==> src/rtl/pipe_reg_chain_pkg.sv <==
// Shared constants and helpers for the pipe_reg_chain register pipeline.
// Holds the default geometry and the width rule for the occupancy counter.
package pipe_reg_chain_pkg;

  localparam int DEFAULT_WIDTH = 32;
  localparam int DEFAULT_DEPTH = 2;

  // Wide enough for DEPTH stages plus the optional skid entry.
  function automatic int count_width(input int depth);
    return $clog2(depth + 2);
  endfunction

endpackage

==> src/rtl/pipe_reg_chain_stage.sv <==
// pipe_stage: one valid+data register of the chain with load enable,
// asynchronous reset and a synchronous clear that only drops the valid bit.
module pipe_stage #(
  parameter int WIDTH = 32
) (
  input  logic             clk,
  input  logic             reset,
  input  logic             load_i,
  input  logic             clear_i,
  input  logic             valid_i,
  input  logic [WIDTH-1:0] data_i,
  output logic             valid_o,
  output logic [WIDTH-1:0] data_o
);

  logic             valid_q;
  logic [WIDTH-1:0] data_q;

  // Clear wins over load; payload is left untouched when cleared.
  always_ff @(posedge clk or posedge reset) begin
    if (reset) begin
      valid_q <= 1'b0;
      data_q  <= '0;
    end else if (clear_i) begin
      valid_q <= 1'b0;
    end else if (load_i) begin
      valid_q <= valid_i;
      data_q  <= data_i;
    end
  end

  assign valid_o = valid_q;
  assign data_o  = data_q;

endmodule

==> src/rtl/pipe_reg_chain.sv <==
// pipe_reg_chain: DEPTH-stage valid/ready register pipeline with bubble collapse.
// Define PIPE_REG_CHAIN_SKID_EN to add a one-entry input skid buffer that cuts out_ready -> in_ready.
module pipe_reg_chain
  import pipe_reg_chain_pkg::*;
#(
  parameter  int WIDTH = DEFAULT_WIDTH,
  parameter  int DEPTH = DEFAULT_DEPTH,
  localparam int CW    = count_width(DEPTH)
) (
  input  logic             clk,
  input  logic             reset,
  input  logic             flush,
  input  logic             in_valid,
  output logic             in_ready,
  input  logic [WIDTH-1:0] in_data,
  output logic             out_valid,
  input  logic             out_ready,
  output logic [WIDTH-1:0] out_data,
  output logic [CW-1:0]    count
);

  logic [DEPTH-1:0] stageValid;
  logic [WIDTH-1:0] stageData [DEPTH];
  logic [DEPTH-1:0] stageLoad;
  logic             srcValid;
  logic [WIDTH-1:0] srcData;
  logic             accept;
  logic [CW-1:0]    countSum;

  // A stage may load when it, or any stage downstream of it, has a hole,
  // or when the output is being consumed so the whole chain shifts.
  always_comb begin
    stageLoad = '0;
    for (int i = 0; i < DEPTH; i++) begin
      stageLoad[i] = out_ready;
      for (int j = i; j < DEPTH; j++) begin
        if (!stageValid[j]) stageLoad[i] = 1'b1;
      end
    end
  end

  for (genvar i = 0; i < DEPTH; i++) begin : gStage
    logic             upValid;
    logic [WIDTH-1:0] upData;
    if (i == 0) begin : gHead
      assign upValid = srcValid;
      assign upData  = srcData;
    end else begin : gBody
      assign upValid = stageValid[i-1];
      assign upData  = stageData[i-1];
    end
    pipe_stage #(.WIDTH(WIDTH)) uStage (
      .clk     (clk),
      .reset   (reset),
      .load_i  (stageLoad[i]),
      .clear_i (flush),
      .valid_i (upValid),
      .data_i  (upData),
      .valid_o (stageValid[i]),
      .data_o  (stageData[i])
    );
  end

  assign out_valid = stageValid[DEPTH-1];
  assign out_data  = stageData[DEPTH-1];

`ifdef PIPE_REG_CHAIN_SKID_EN
  logic             skidValid_q, skidValid_d;
  logic [WIDTH-1:0] skidData_q, skidData_d;

  assign in_ready = !reset && !flush && !skidValid_q;
  assign accept   = in_valid && in_ready;

  // A parked beat always feeds stage 0 first, so order is kept; a new beat
  // only parks when stage 0 cannot take it this cycle.
  always_comb begin
    skidValid_d = skidValid_q;
    skidData_d  = skidData_q;
    srcValid    = skidValid_q || accept;
    srcData     = skidValid_q ? skidData_q : in_data;
    if (flush) begin
      skidValid_d = 1'b0;
    end else if (skidValid_q) begin
      if (stageLoad[0]) skidValid_d = 1'b0;
    end else if (accept && !stageLoad[0]) begin
      skidValid_d = 1'b1;
      skidData_d  = in_data;
    end
  end

  always_ff @(posedge clk or posedge reset) begin
    if (reset) begin
      skidValid_q <= 1'b0;
      skidData_q  <= '0;
    end else begin
      skidValid_q <= skidValid_d;
      skidData_q  <= skidData_d;
    end
  end

  always_comb begin
    countSum = CW'(skidValid_q);
    for (int i = 0; i < DEPTH; i++) countSum = countSum + CW'(stageValid[i]);
  end
`else
  assign in_ready = !reset && !flush && stageLoad[0];
  assign accept   = in_valid && in_ready;

  always_comb begin
    srcValid = accept;
    srcData  = in_data;
  end

  always_comb begin
    countSum = '0;
    for (int i = 0; i < DEPTH; i++) countSum = countSum + CW'(stageValid[i]);
  end
`endif

  assign count = countSum;

endmodule
==> config.mk <==
export PLATFORM = sky130hd
export DESIGN_NAME = pipe_reg_chain
export DESIGN_NICKNAME = d
export VERILOG_FILES = /design/src/rtl/pipe_reg_chain_pkg.sv /design/src/rtl/pipe_reg_chain_stage.sv /design/src/rtl/pipe_reg_chain.sv
export SDC_FILE = /design/constraint.sdc
export NUM_CORES = 1
export LEC_CHECK = 0
export ABC_AREA = 1
export ABC_CLOCK_PERIOD_IN_PS = 1000
export BUFFER_PORTS_ARGS = -buffer_cell sky130_fd_sc_hd__buf_4
export CELL_PAD_IN_SITES_DETAIL_PLACEMENT = 0
export CELL_PAD_IN_SITES_GLOBAL_PLACEMENT = 1
export CORE_MARGIN = 1.5
export CORE_UTILIZATION = 36
export CTS_CLUSTER_SIZE = 16
export DETAILED_ROUTE_END_ITERATION = 8
export GPL_ROUTABILITY_DRIVEN = 1
export HOLD_SLACK_MARGIN = 0.08
export PLACE_DENSITY = 0.76
export SYNTH_ARGS = -nofsm -noshare
export SYNTH_HDL_FRONTEND = slang
export SYNTH_HIERARCHICAL = 1
export SYNTH_SLANG_ARGS = --single-unit
export TNS_END_PERCENT = 50
==> constraint.sdc <==
create_clock -name clk -period 1 [get_ports clk]
set_input_delay 0.2 -clock clk [delete_from_list [all_inputs] [get_ports clk]]
set_output_delay 0.2 -clock clk [all_outputs]
set_load 0.05 [all_outputs]
==> results.md <==
- Run status: complete, but fails checks
- Violations in the final reports: negative setup slack
- Overall die area: 8660 µm²
- Number of distinct standard cells referenced by the synthesized netlist: 14
- Worst hold path depth: 3
- Post-synthesis cell count: 301
- Mapped Nets: 339
- Final worst path period need: 1.48 ns
- Filler cells: 687
- DIE WIDTH: 93.1 µm
- Achievable frequency: 677 MHz
- Kind of launch point of the worst setup path: register
- Worst setup skew after layout: 0.0105 ns
- Root buf cell: sky130_fd_sc_hd__clkbuf_8
- Maximum number of pins on one net before global-route repair: 21
- Total number of placement rows: 32
- Clock-pin slew reported for the worst setup and hold paths after clock tree synthesis: 0.07 ns
- Remaining Overflow, GRT: 0
- Pint: 0.00487 W
- Number of diodes: 0
- Max cap viols: 0
- Proportion of power drawn by the clock network: 0.304
- Final #Nets: 452
- Normalized max-slew margin: 0.742
- Crit path kind: register to output port
- Wire per inst: 14.5 µm
- Netlist area before placement: 2920 µm²
- Initial core utilization: 0.374
- Routability Congestion: 0.819
- Warning count from the yosys run: 6
- Count of clock tree sinks: 66
- Share of the cycle needed by the critical path after routing: 1.48
- Vias in the first global route: 2418
- Fraction of the mapped netlist area in adder cells: 0.00428
- HPWL after DPL: 4510 µm
- Arrival @ worst endpoint: 1.28 ns
- Required @ worst endpoint: 0.80 ns
- Dominant combinational cell family by area after synthesis: simple AND/OR/NAND/NOR gates
- Syn Area/Cell: 9.71 µm²
- Final non-filler cell area: 4570 µm²
- Multiplexer share of the synthesized area: 0
- Post-synthesis xor/xnor area fraction: 0
- Number of CTS-inserted buffers: 9
- Logic pwr share: 0.251
- Total wirelength of the detailed-routed design: 7560 µm
- Peak supply drop: 0.000694 V
- Number of vias after detailed routing: 2455
- End-of-flow core utilization: 0.585
- Via density: 4.72
- Antenna violations before repair: 0
- Routed Antenna Nets: 0
- CTS Buffer Depth: 2
- Synth Area in Simple Gates: 0.343
- Commonest cells after routing, fill and taps aside: sky130_fd_sc_hd__nand2_1 (75), sky130_fd_sc_hd__dfrtp_1 (65), sky130_fd_sc_hd__nand2_2 (55), sky130_fd_sc_hd__buf_4 (53), sky130_fd_sc_hd__buf_6 (41)
- Number of H-tree levels: 3
- Register share of total power: 0.445
- Crit-path cells: buf_6 > ha_4 > buf_8
- Initial detailed-routing violation count: 86
- Final standard cell count with taps included and fillers excluded: 520
- Maximum fanout along the worst path: 2
- Final Hold Slack: 0.0887 ns
- Sw frac: 0.316
- Share of cells above drive strength 1: 0.533
- Slew Viols, Final: 0
- Growth of design area from synthesis to finish: 56.3%
- Clock tree from TritonCTS: yes
- Share of synthesized area occupied by flip-flops and latches: 0.565
- Global routing usage summed across all routing layers: 0.192
- Post-place instance area: 3650 µm²
- Slowest library cell on the worst path: sky130_fd_sc_hd__dfrtp_1
- Net load switching power: 0.00225 W
- Height of the die: 93.1 µm
- Leakage power of the design: 2.34 nW
- Setup-violating endpoint count in the final report: 102
- Total core area: 7810 µm²
- Post-route worst setup slack: -0.477 ns
- Final Hold Violating Endpoints: 0
- Classification of the worst-slack hold path: input pin to register
- Count of port buffers added during placement: 72
- Critical path capture point type: output port
- Depth of the most critical reg-to-reg path: 7
- Initial DRT Pass Iterations: 4
- Most common library cell in the layout ignoring fill and taps: sky130_fd_sc_hd__nand2_1
- Placed cell count: 475
- Post-route DRC: 0
- Clock latency at the later pin of the worst-skew pair: 0.34 ns
- Number of synthesized register bits: 66
- RSZ-0062 raised after global routing: true
- Stage delay of the slowest cell on the critical path: 0.40 ns
- Actual transition at the worst max-transition pin: 0.387 ns
- First-pass GRT wire length: 12300 µm
- Synth Area in Compound Gates: 0
- Ratio of total power to cell area: 1560 nW/µm²
- Total I/O pin count: 73
==> sequential cells by signal, indices dropped and copies added (netlist names) <==
signal	count
gStage.uStage/data_o	64
gStage.uStage/valid_o	2
==> synthesized netlist by cell type, drive strengths merged <==
cell | n | area (µm²)
dfrtp | 66 | 1650
nor2 | 4 | 17.5
buf | 20 | 223
ha | 1 | 12.5
nand3 | 67 | 340
inv | 7 | 31.3
nand2 | 136 | 646
==> worst max-delay path, delay by kind of cell, from the launching register on <==
kind,cells,cell delay (ns)
DFF,1,0.40
buffers and inverters,2,0.27
adders and majority gates,1,0.27
==> power groups by stage <==
| stage | Sequential, W | Combinational (W) | Clock [W] |
|---|---|---|---|
| floorplan | 0.00367 | 0.000489 | 0 |
| global placement | 0.00317 | 0.00148 | 0 |
| detailed placement | 0.00317 | 0.00149 | 0 |
| CTS | 0.00316 | 0.00176 | 0.00219 |
| global route | 0.00320 | 0.00191 | 0.00236 |
| finish | 0.00317 | 0.00179 | 0.00216 |
==> per-layer routing <==
metal,up-vias,part of all wire,track usage
met2,55,0.52,0.319
met3,16,0.030,0.0374
met5,-,0,0
met1,1191,0.42,0.235
li1,1193,-,-
met4,0,0.029,0.0997
==> worst paths after layout <==
path / start / to / slack [ns]
setup / recovery: gStage[0].uStage/valid_o$_DFFE_PP0P_ / count[0] / -0.48
hold / removal: in_data[0] / gStage[0].uStage/data_o[0]$_DFFE_PP0P_ / 0.09
setup reg to reg: gStage[1].uStage/valid_o$_DFFE_PP0P_ / gStage[1].uStage/data_o[8]$_DFFE_PP0P_ / -0.27
hold reg to reg: gStage[0].uStage/data_o[21]$_DFFE_PP0P_ / gStage[0].uStage/data_o[21]$_DFFE_PP0P_ / 0.47
max in group asynchronous: reset / gStage[0].uStage/data_o[15]$_DFFE_PP0P_ / 0.17
min in group asynchronous: reset / gStage[0].uStage/data_o[24]$_DFFE_PP0P_ / 0.41
==> timing repair <==
item                                    in CTS  in global routing
gates resized for setup                     88                 16
endpoints found under the hold margin       42                  4
hold buffers                                 5                  4
endpoints found under the setup margin     102                102
pin swaps                                   21                 10
gates cloned                                 7                  0
buffers inserted                            16                  3
==> cell type report <==
class	count	area, µm²	share of cell area
clock inverters	3	40.0	0.00877
multi-input cells	213	1360	0.298
repair buffers	117	1210	0.265
flip-flops and latches	66	1650	0.362
clock buffers	12	145	0.0318
well taps	102	128	0.0279
inverters	7	31.3	0.00685
==> per-stage QoR <==
| step | TNS [ns] | total power [W] | setup WS, ns |
|---|---|---|---|
| 2_1_floorplan | -14.02 | 0.00416 | -0.216 |
| 3_3_place_gp | -9.98 | 0.00465 | -0.169 |
| 3_5_place_dp | -11.69 | 0.00466 | -0.219 |
| 4_1_cts | -16.89 | 0.00711 | -0.493 |
| 5_1_grt | -20.45 | 0.00746 | -0.516 |
| 6_report | -16.44 | 0.00712 | -0.477 |
==> cells by family (layout without fill, tap and decap cells) <==
group / after synthesis / count (layout)
AND/OR/NAND/NOR: 207 / 212
adder cells (fa/ha/maj): 1 / 1
buffers and inverters: 27 / 139
flip-flops: 66 / 66
Power figures use the tool's default switching activity.
